`config.mk`:
```
export PLATFORM = sky130hd
export DESIGN_NAME = ppm_encoder
export DESIGN_NICKNAME = d
export VERILOG_FILES = /design/src/rtl/ppm_pkg.sv /design/src/rtl/ppm_slot_timer.sv /design/src/rtl/ppm_encoder.sv
export SDC_FILE = /design/constraint.sdc
export NUM_CORES = 1
export LEC_CHECK = 0
export CAP_MARGIN = 20
export CORE_MARGIN = 2
export CORE_UTILIZATION = 56
export CTS_CLUSTER_DIAMETER = 150
export DETAILED_ROUTE_END_ITERATION = 8
export PLACE_DENSITY_LB_ADDON = 0.2
export RECOVER_POWER = 25
export SLEW_MARGIN = 20
export SYNTH_ARGS = -nofsm -noshare
export SYNTH_HDL_FRONTEND = slang
export SYNTH_SLANG_ARGS = --single-unit
export TNS_END_PERCENT = 5
```
`constraint.sdc`:
```
create_clock -name clk16 -period 2.34 [get_ports clk16]
set_input_delay 0.585 -clock clk16 [delete_from_list [all_inputs] [get_ports clk16]]
set_output_delay 0.585 -clock clk16 [all_outputs]
set_load 0.01 [all_outputs]
```
`src/rtl/ppm_pkg.sv`:
```
// -----------------------------------------------------------------------------
// ppm_pkg
// Shared definitions for the 4-PPM link (transmitter and receiver).
//   SYM_IDLE       code driven on sym_out when no data symbol is on the line
//   SYMS_PER_BYTE  2-bit symbols per byte
//   CHIPS_PER_SYM  chips (candidate pulse positions) per symbol slot
//   ppm_state_t    transmit engine states
// -----------------------------------------------------------------------------
package ppm_pkg;

    localparam logic [2:0] SYM_IDLE      = 3'b100;
    localparam int         SYMS_PER_BYTE = 4;
    localparam int         CHIPS_PER_SYM = 4;

    typedef enum logic [1:0] {
        IDLE,
        SEND,
        GAP
    } ppm_state_t;

    // Symbol currently at the head of a byte being shifted out MSB pair first.
    function automatic logic [1:0] head_sym(input logic [7:0] shift);
        return shift[7:6];
    endfunction

endpackage

```
`src/rtl/ppm_slot_timer.sv`:
```
// -----------------------------------------------------------------------------
// ppm_slot_timer
// Divides clk16 into chips (OVS cycles each) and symbol slots (4 chips each).
// Counters hold at zero while the engine is not running, so the first cycle
// after run rises is always chip 0, oversample 0.
//   clk16     sole clock, rising edge
//   rst       asynchronous, active-high reset
//   run       engine is in SEND or GAP
//   chip      current chip within the slot, 0..3
//   slot_end  high in the last cycle of a slot (combinational)
// -----------------------------------------------------------------------------
module ppm_slot_timer
    import ppm_pkg::*;
#(
    parameter int  OVS   = 4,
    localparam int OVS_W = (OVS > 1) ? $clog2(OVS) : 1
) (
    input  logic       clk16,
    input  logic       rst,
    input  logic       run,
    output logic [1:0] chip,
    output logic       slot_end
);

    localparam logic [OVS_W-1:0] OVS_LAST  = OVS_W'(OVS - 1);
    localparam logic [1:0]       CHIP_LAST = 2'(CHIPS_PER_SYM - 1);

    logic [OVS_W-1:0] ovs_cnt;
    logic             chip_end;

    assign chip_end = (ovs_cnt == OVS_LAST);
    assign slot_end = run && chip_end && (chip == CHIP_LAST);

    // NOTE: clocked state is always assigned with <= so every register samples
    // pre-edge values; blocking assignments here would create ordering races.
    always_ff @(posedge clk16 or posedge rst) begin
        if (rst) begin
            ovs_cnt <= '0;
            chip    <= '0;
        end else if (!run) begin
            ovs_cnt <= '0;
            chip    <= '0;
        end else if (chip_end) begin
            ovs_cnt <= '0;
            chip    <= chip + 2'd1;   // 3 -> 0 wraps at the slot end
        end else begin
            ovs_cnt <= ovs_cnt + OVS_W'(1);
        end
    end

endmodule

```
`src/rtl/ppm_encoder.sv`:
```
// -----------------------------------------------------------------------------
// ppm_encoder
// 4-PPM transmitter. Bytes arrive over valid/ready into a one-byte holding
// buffer, are moved into a shift register and sent as four 2-bit symbols,
// MSB pair first. Each symbol occupies one slot of 4 chips; the line is high
// for the whole chip whose index equals the symbol value. Optional idle gap
// slots follow every byte. All line/status outputs are registered and
// mutually aligned.
//   clk16       sole clock, rising edge
//   rst         asynchronous, active-high reset
//   Din         byte to transmit, sampled on handshake
//   din_valid   Din valid
//   din_ready   holding buffer empty (combinational)
//   ppm_out     PPM line
//   sym_out     current symbol 0..3, SYM_IDLE when nothing is on the line
//   sym_strobe  pulse in the last cycle of each data symbol slot
//   byte_done   pulse with the sym_strobe of the last symbol of a byte
//   busy        engine in SEND or GAP
// -----------------------------------------------------------------------------
module ppm_encoder
    import ppm_pkg::*;
#(
    parameter int OVS         = 4,
    parameter int GAP_SYMBOLS = 0
) (
    input  logic       clk16,
    input  logic       rst,
    input  logic [7:0] Din,
    input  logic       din_valid,
    output logic       din_ready,
    output logic       ppm_out,
    output logic [2:0] sym_out,
    output logic       sym_strobe,
    output logic       byte_done,
    output logic       busy
);

    localparam logic [1:0] SYM_LAST = 2'(SYMS_PER_BYTE - 1);
    localparam logic [3:0] GAP_LAST = (GAP_SYMBOLS > 0) ? 4'(GAP_SYMBOLS - 1) : 4'd0;

    ppm_state_t state;
    logic       buf_full;
    logic [7:0] buf_byte;
    logic [7:0] shift;
    logic [1:0] sym_idx;
    logic [3:0] gap_cnt;

    logic       run;
    logic [1:0] chip;
    logic       slot_end;
    logic       in_fire;
    logic       byte_end;
    logic       gap_end;
    logic       frame_end;
    logic       reload;

    assign din_ready = ~buf_full;
    assign in_fire   = din_valid & ~buf_full;
    assign run       = (state == SEND) || (state == GAP);

    ppm_slot_timer #(.OVS(OVS)) u_timer (
        .clk16    (clk16),
        .rst      (rst),
        .run      (run),
        .chip     (chip),
        .slot_end (slot_end)
    );

    // A frame is a byte plus its trailing gap; the buffer is only drained when
    // a frame ends (or straight away from IDLE), which gives zero-bubble
    // back-to-back transmission.
    // NOTE: every signal driven here gets a default first, so no path through
    // the block can leave it unassigned and infer a latch.
    always_comb begin
        byte_end  = 1'b0;
        gap_end   = 1'b0;
        frame_end = 1'b0;
        reload    = 1'b0;
        case (state)
            IDLE: begin
                reload = buf_full;
            end
            SEND: begin
                byte_end  = slot_end && (sym_idx == SYM_LAST);
                frame_end = byte_end && (GAP_SYMBOLS == 0);
                reload    = frame_end && buf_full;
            end
            GAP: begin
                gap_end   = slot_end && (gap_cnt == GAP_LAST);
                frame_end = gap_end;
                reload    = frame_end && buf_full;
            end
            default: begin
                reload = 1'b0;
            end
        endcase
    end

    // NOTE: every register, including the data holding registers, is cleared
    // by reset so a reset mid-byte leaves no stale byte to be sent later.
    always_ff @(posedge clk16 or posedge rst) begin
        if (rst) begin
            state      <= IDLE;
            buf_full   <= 1'b0;
            buf_byte   <= '0;
            shift      <= '0;
            sym_idx    <= '0;
            gap_cnt    <= '0;
            ppm_out    <= 1'b0;
            sym_out    <= SYM_IDLE;
            sym_strobe <= 1'b0;
            byte_done  <= 1'b0;
            busy       <= 1'b0;
        end else begin
            // Holding buffer. A handshake needs buf_full=0 and a drain needs
            // buf_full=1, so the two cannot coincide on one edge.
            if (in_fire) begin
                buf_byte <= Din;
                buf_full <= 1'b1;
            end else if (reload) begin
                buf_full <= 1'b0;
            end

            case (state)
                IDLE: begin
                    if (reload) begin
                        shift   <= buf_byte;
                        sym_idx <= '0;
                        state   <= SEND;
                    end
                end
                SEND: begin
                    if (slot_end) begin
                        shift   <= shift << 2;
                        sym_idx <= sym_idx + 2'd1;   // wraps to 0 after symbol 3
                        if (byte_end) begin
                            if (GAP_SYMBOLS > 0) begin
                                gap_cnt <= '0;
                                state   <= GAP;
                            end else if (reload) begin
                                shift <= buf_byte;
                            end else begin
                                state <= IDLE;
                            end
                        end
                    end
                end
                GAP: begin
                    if (slot_end) begin
                        gap_cnt <= gap_cnt + 4'd1;
                        if (gap_end) begin
                            gap_cnt <= '0;
                            sym_idx <= '0;
                            if (reload) begin
                                shift <= buf_byte;
                                state <= SEND;
                            end else begin
                                state <= IDLE;
                            end
                        end
                    end
                end
                default: begin
                    state <= IDLE;
                end
            endcase

            // Registered line and status, all describing the same slot cycle.
            ppm_out    <= (state == SEND) && (chip == head_sym(shift));
            sym_out    <= (state == SEND) ? {1'b0, head_sym(shift)} : SYM_IDLE;
            sym_strobe <= (state == SEND) && slot_end;
            byte_done  <= byte_end;
            busy       <= run;
        end
    end

endmodule

```
==> run_results.csv, run 1 <==
group,metric,value,unit
route,remaining_routing_drc_violations,0,
power,power.static_leakage,0.700,nW
synthesis,syn_area,1280,um2
die,effective_utilization_at_floorplan,58.7,%
worst_setup_path,critical_path.max_stage_delay,540,ps
min_path,holdCritPathClass,"reg2reg",
sta,setup_total_negative_slack,0,ps
sta,fmaxAchievable,497,MHz
worst_setup_path,critPathSlowestCell,"sky130_fd_sc_hd__clkdlybuf4s50_1",
global_route,grt_pass1_wl,4200,um
sta,rsz0062_at_grt,"no",
sta,slew_headroom,51.6,%
synthesis,ys.warnings.count,0,
worst_setup_path,setup.worst_path.class,"reg2out",
finish,num_antenna_cells,0,
cts,cts.sink_count,31,
synthesis,postSynthCellCount,104,
cts,worst_setup_hold_path_clk_slew,90,ps
power,power.density,687,nW/um2
worst_setup_path,crit_arrival,1430,ps
synthesis,synth_top_cells_by_area,"sky130_fd_sc_hd__dfrtp_1 58%, sky130_fd_sc_hd__mux2_2 7.0%, sky130_fd_sc_hd__nand3_1 3.1%, sky130_fd_sc_hd__a31oi_1 2.9%, sky130_fd_sc_hd__ha_1 2.9%",
synthesis,synth_top_cell_by_area,"sky130_fd_sc_hd__dfrtp_1",
finish,layout.nets,141,
sta,finalSetupViolations,0,
global_route,grt_antenna_before_repair,0,
cts,postCtsResizedCells,0,
route,drt-vias-per-instance,5.74,
route,antenna_left,0,
die,io_pins,19,
die,fp.dieH,51.9,um
route,drt_iter0_markers,19,
cts,holdBufCountCts,0,
worst_setup_path,path_buf_inv,2,
synthesis,syn_area_per_cell,12.4,um2
sta,layout_worst_path_cycle_share,86.1,%
cts,tritoncts,"built",
die,core.rowCount,17,
sta,hold_viol_final,0,
power,max-vdd-ir-drop,0.000492,V
worst_setup_path,worst-endpoint-required,1750,ps
finish,layout-drive-gt1-share,20.3,%
sta,drv_slew,0,
synthesis,synth-main-ff-cell,"sky130_fd_sc_hd__dfrtp_1",
synthesis,number_of_enable_type_register_cells_in_the_synthesized_netlist,0,
synthesis,syn-num-nets,118,
place,io_buffers,18,
route,num_vias,895,
synthesis,most_used_standard_cell_by_instance_count_after_synthesis,"sky130_fd_sc_hd__dfrtp_1",
synthesis,synth_top_cells_by_count,"30 x sky130_fd_sc_hd__dfrtp_1, 8 x sky130_fd_sc_hd__mux2_2, 8 x sky130_fd_sc_hd__nand3_1",
sta,holdWs,467,ps
synthesis,ys_seq_area_share,60.5,%
worst_setup_path,critical_path.cell_chain,"inv_1 > clkdlybuf4s50_1",
synthesis,synth_top_area_share,58.4,%
cts,clk-insertion-delay-late,310,ps
sta,period_needed,2010,ps
finish,synth_to_layout_area_growth,21.3,%
sta,final.setup_skew,7.29,ps
cts,post-cts-setup-buffer-count,0,
cts,clock_root_buffer,"sky130_fd_sc_hd__clkbuf_4",
synthesis,ys_seq_elements,31,
run_status,status,"finished, final reports clean",
die,die_area,2690,um2
route,post_drt_wl_per_cell,15.2,um
global_route,grt_start_max_net_pins,32,
place,gpl.final_weighted_congestion,0.749,
place,dpl.hpwl,1730,um
worst_setup_path,worstSetupEndpointType,"output port",
sta,max_slew.worst_pin.slew,727,ps
run,timing.max_cap.violations,0,
cts,htree_num_levels,2,
global_route,grt_pass1_vias,939,
worst_setup_path,worst_setup_path_start_kind,"register",
synthesis,synth.distinct_cells,29,
cts,clk_path_buf_depth,2,
worst_setup_path,worst_path_top_cell_family_by_delay,"buffers and inverters",
synthesis,ys_async_sr_fraction,100,%
route,dr.pass1.iters,4,
global_route,grt_remaining_overflow,0,
die,core,2190,um2
route,routed_wl,2370,um
die,die-width,51.9,um
cts,cts_buffers,5,
global_route,grt_usage,22.0,%
worst_setup_path,cp_max_fo,6,
-- cell usage in the layout, fill, tap and decap left out, types with 2 or more instances in the layout --
master and instances:
sky130_fd_sc_hd__a22o_1 2, sky130_fd_sc_hd__a31oi_1 6, sky130_fd_sc_hd__and2_1 3, sky130_fd_sc_hd__clkbuf_4 5, sky130_fd_sc_hd__clkbuf_8 2, sky130_fd_sc_hd__clkdlybuf4s50_1 17
sky130_fd_sc_hd__dfrtp_1 30, sky130_fd_sc_hd__ha_1 3, sky130_fd_sc_hd__inv_1 3, sky130_fd_sc_hd__mux2_2 8, sky130_fd_sc_hd__nand2_1 3, sky130_fd_sc_hd__nand3_1 8
sky130_fd_sc_hd__nor2_1 3, sky130_fd_sc_hd__nor2b_1 2, sky130_fd_sc_hd__nor3_1 7, sky130_fd_sc_hd__o21ai_0 7, sky130_fd_sc_hd__xor2_1 2
-- path summary, 6_finish.rpt --
| check | start | end | slack [ps] | cells after the start |
|---|---|---|---|---|
| worst max-delay path | buf_full | din_ready | 330 | 2 |
| worst min-delay path | u_timer.ovs_cnt[0] | u_timer.ovs_cnt[0] | 470 | 1 |
| worst max register to register | state[0] | shift[1] | 720 | 3 |
| worst min register to register | u_timer.ovs_cnt[0] | u_timer.ovs_cnt[0] | 470 | 1 |
| max in group asynchronous | rst | u_timer.ovs_cnt[0] | 960 | 3 |
| min in group asynchronous | rst | sym_strobe | 900 | 3 |
-- final cells by class --
| type | instances | area [um2] |
|---|---|---|
| fill | 167 | 632 |
| multi-input combinational | 65 | 465 |
| tap | 28 | 35.0 |
| clock buffer | 8 | 68.8 |
| timing repair buffer | 20 | 193 |
| sequential | 31 | 777 |
| inverter | 4 | 20.0 |
-- power by group --
group | total (mW) | internal (mW) | switching (mW)
clock network | 0.341 | 0.177 | 0.165
logic | 0.103 | 0.0686 | 0.0340
registers | 0.627 | 0.595 | 0.0322
total | 1.07 | 0.840 | 0.231
-- routing by layer --
metal | up-vias | track usage (%) | share of wire, %
met4 | 0 | 11.8 | 0.55
met1 | 445 | 24.7 | 39
li1 | 414 | - | -
met3 | 2 | 5.46 | 7.3
met5 | - | 0 | 0
met2 | 34 | 38.2 | 54
-- sequential cells by signal, indices dropped and copies added, names as in the netlist --
signal	cells
buf_byte	8
shift	8
sym_out	3
sym_idx	2
u_timer.chip	2
u_timer.ovs_cnt	2
buf_full	1
busy	1
byte_done	1
ppm_out	1
state	1
sym_strobe	1
-- logic make-up (layout without fill, tap and decap cells) --
| family | Yosys count | count (layout) | synth area share [%] |
|---|---|---|---|
| fa+ha+maj | 3 | 3 | 2.92 |
| flops | 31 | 31 | 60.5 |
| compound gates | 18 | 18 | 9.35 |
| buf+inv | 8 | 32 | 3.31 |
| simple gates | 32 | 32 | 14.1 |
| xor+xnor | 3 | 3 | 2.05 |
| mux | 9 | 9 | 7.79 |
-- per-stage QoR --
stage          power, mW  util, %  worst slack, ps  cells  cell area, um2
2_1_floorplan      0.695        -             1010    104            1280
3_3_place_gp       0.731     68.1              545    148            1490
3_5_place_dp       0.742     68.1              490    148            1490
4_1_cts             1.08     71.3              315    156            1560
5_1_grt             1.13     71.2              257    156            1560
6_report            1.07     71.2              326    156            1560
Note: power is estimated with default switching activity, not from simulation.
==> run 2: changes to the inputs <==
Settings changed: CTS_CLUSTER_SIZE set to 16, RECOVER_POWER 25 to not set.
==> run 2 against run 1 <==
Die area did not move. Sequential cell count did not move. Register-to-register slack about the same. Core utilization is 0.11 points higher. Sequential power about the same. First-iteration DRC count did not move. Via count shrank 0.34%. Clock skew did not move. Hold slack did not move. Cell count is the same. Critical endpoint unchanged. Highest routed layer unchanged.
==> run_results.csv, run 2 (synthesis gave the netlist of run 1 again) <==
group,metric,value,unit
min_path,holdCritPathClass,"reg2reg",
place,dp_slack,490,ps
run_status,status,"finished, final reports clean",
finish,layout-drive-gt1-share,20.3,%
cts,clk_path_buf_depth,2,
sta,finalSetupViolations,0,
finish,final-instance-count-excl-fill,156,
global_route,grt_antenna_before_repair,0,
sta,rsz0062_at_grt,"no",
place,dpl.cell_count,148,
cts,clock_root_buffer,"sky130_fd_sc_hd__clkbuf_4",
route,routed_wl,2370,um
global_route,grt_start_max_net_pins,32,
finish,most-common-layout-cells,"30 x sky130_fd_sc_hd__dfrtp_1, 18 x sky130_fd_sc_hd__clkdlybuf4s50_1, 8 x sky130_fd_sc_hd__mux2_2, 8 x sky130_fd_sc_hd__nand3_1",
die,io_pins,19,
route,post_drt_wl_per_cell,15.2,um
finish,layout_commonest_cell,"sky130_fd_sc_hd__dfrtp_1",
sta,timing.final.ws_setup,326,ps
route,drt_iter0_markers,19,
cts,cts_buffers,5,
place,io_buffers,18,
sta,fmaxAchievable,497,MHz
route,drt-vias-per-instance,5.72,
cts,cts.sink_count,31,
place,gpl.final_weighted_congestion,0.749,
global_route,grt_pass1_wl,4200,um
cts,postCtsResizedCells,0,
die,core.rowCount,17,
cts,holdBufCountCts,0,
sta,period_needed,2010,ps
worst_setup_path,cp_max_fo,6,
route,num_vias,892,
die,effective_utilization_at_floorplan,58.7,%
finish,synth_to_layout_area_growth,21.5,%
cts,post-cts-setup-buffer-count,0,
worst_setup_path,worstSetupEndpointType,"output port",
sta,slew_headroom,59.1,%
global_route,grt_usage,22.0,%
worst_setup_path,critical_path.max_stage_delay,540,ps
sta,max_slew.worst_pin.slew,612,ps
finish,num_antenna_cells,0,
die,core,2190,um2
worst_setup_path,setup.worst_path.class,"reg2out",
sta,drv_slew,0,
worst_setup_path,worst-endpoint-required,1750,ps
worst_setup_path,critical_path.cell_chain,"inv_1 > clkdlybuf4s50_1",
sta,final.setup_skew,7.29,ps
sta,setup_total_negative_slack,0,ps
power,power.density,686,nW/um2
route,remaining_routing_drc_violations,0,
finish,layout.core_utilization,71.3,%
finish,layout.nets,141,
die,die-width,51.9,um
cts,clk-insertion-delay-late,310,ps
cts,worst_setup_hold_path_clk_slew,90,ps
worst_setup_path,critPathSlowestCell,"sky130_fd_sc_hd__clkdlybuf4s50_1",
route,dr.pass1.iters,4,
sta,hold_viol_final,0,
die,fp.dieH,51.9,um
cts,tritoncts,"built",
worst_setup_path,path_buf_inv,2,
global_route,grt_pass1_vias,939,
sta,layout_worst_path_cycle_share,86.1,%
worst_setup_path,crit_arrival,1430,ps
power,max-vdd-ir-drop,0.000493,V
run,timing.max_cap.violations,0,
worst_setup_path,worst_setup_path_start_kind,"register",
finish,layout_top_registers,"buf_byte: 8 flops, shift: 8 flops, sym_out: 3 flops",
die,die_area,2690,um2
cts,htree_num_levels,2,
route,antenna_left,0,
place,dpl.hpwl,1730,um
worst_setup_path,worst_path_top_cell_family_by_delay,"buffers and inverters",
global_route,grt_remaining_overflow,0,
power,power.static_leakage,0.701,nW
-- run 2: changes by cell type in the layout (fill, tap and decap cells not counted) --
| cell | before | now |
|---|---|---|
| sky130_fd_sc_hd__clkdlybuf4s50_1 | 17 | 18 |
| sky130_fd_sc_hd__dlygate4sd3_1 | 1 | 0 |
| sky130_fd_sc_hd__clkbuf_2 | 1 | 0 |
| sky130_fd_sc_hd__buf_4 | 1 | 2 |
-- run 2: routing by layer --
layer / GRT usage [%] / wire length (um)
met5: 0 / 0
met4: 11.8 / 13
met3: 5.46 / 173
met2: 38.2 / 1270
met1: 24.7 / 912
-- run 2: worst paths after layout --
path	to	cells past startpoint	slack (ps)	startpoint
max in group asynchronous	sym_out[2]	3	1380	rst
worst min register to register	u_timer.ovs_cnt[0]	1	470	u_timer.ovs_cnt[0]
min in group asynchronous	sym_strobe	3	640	rst
worst min-delay path	u_timer.ovs_cnt[0]	1	470	u_timer.ovs_cnt[0]
worst max register to register	shift[1]	3	720	state[0]
worst max-delay path	din_ready	2	330	buf_full
-- run 2: power breakdown --
group          total (mW)  switching (mW)  internal, mW
Clock               0.341           0.165         0.177
Sequential          0.627          0.0322         0.595
Combinational       0.104          0.0340        0.0695
-- run 2: area by class of cell --
type	instances	area [um2]
clock buffers	8	68.8
fillers	166	629
inverters	4	20.0
multi-input cells	65	465
flip-flops and latches	31	777
well taps	28	35.0
repair buffers	20	195
-- run 2: per-stage QoR --
stage | area, um2 | power (mW) | hold slack (ps)
final | 1560 | 1.07 | 467
after global routing | 1560 | 1.13 | 483
after floorplan | 1280 | 0.695 | 403
after detailed placement | 1490 | 0.742 | 453
after CTS | 1560 | 1.08 | 466
after global placement | 1490 | 0.731 | 414
-- run 2: worst register-to-register path: stages, from the launching register on --
cell and delay, ps:
sky130_fd_sc_hd__dfrtp_1 570, sky130_fd_sc_hd__nor2b_1 570, sky130_fd_sc_hd__nor2_2 110, sky130_fd_sc_hd__a22o_1 250
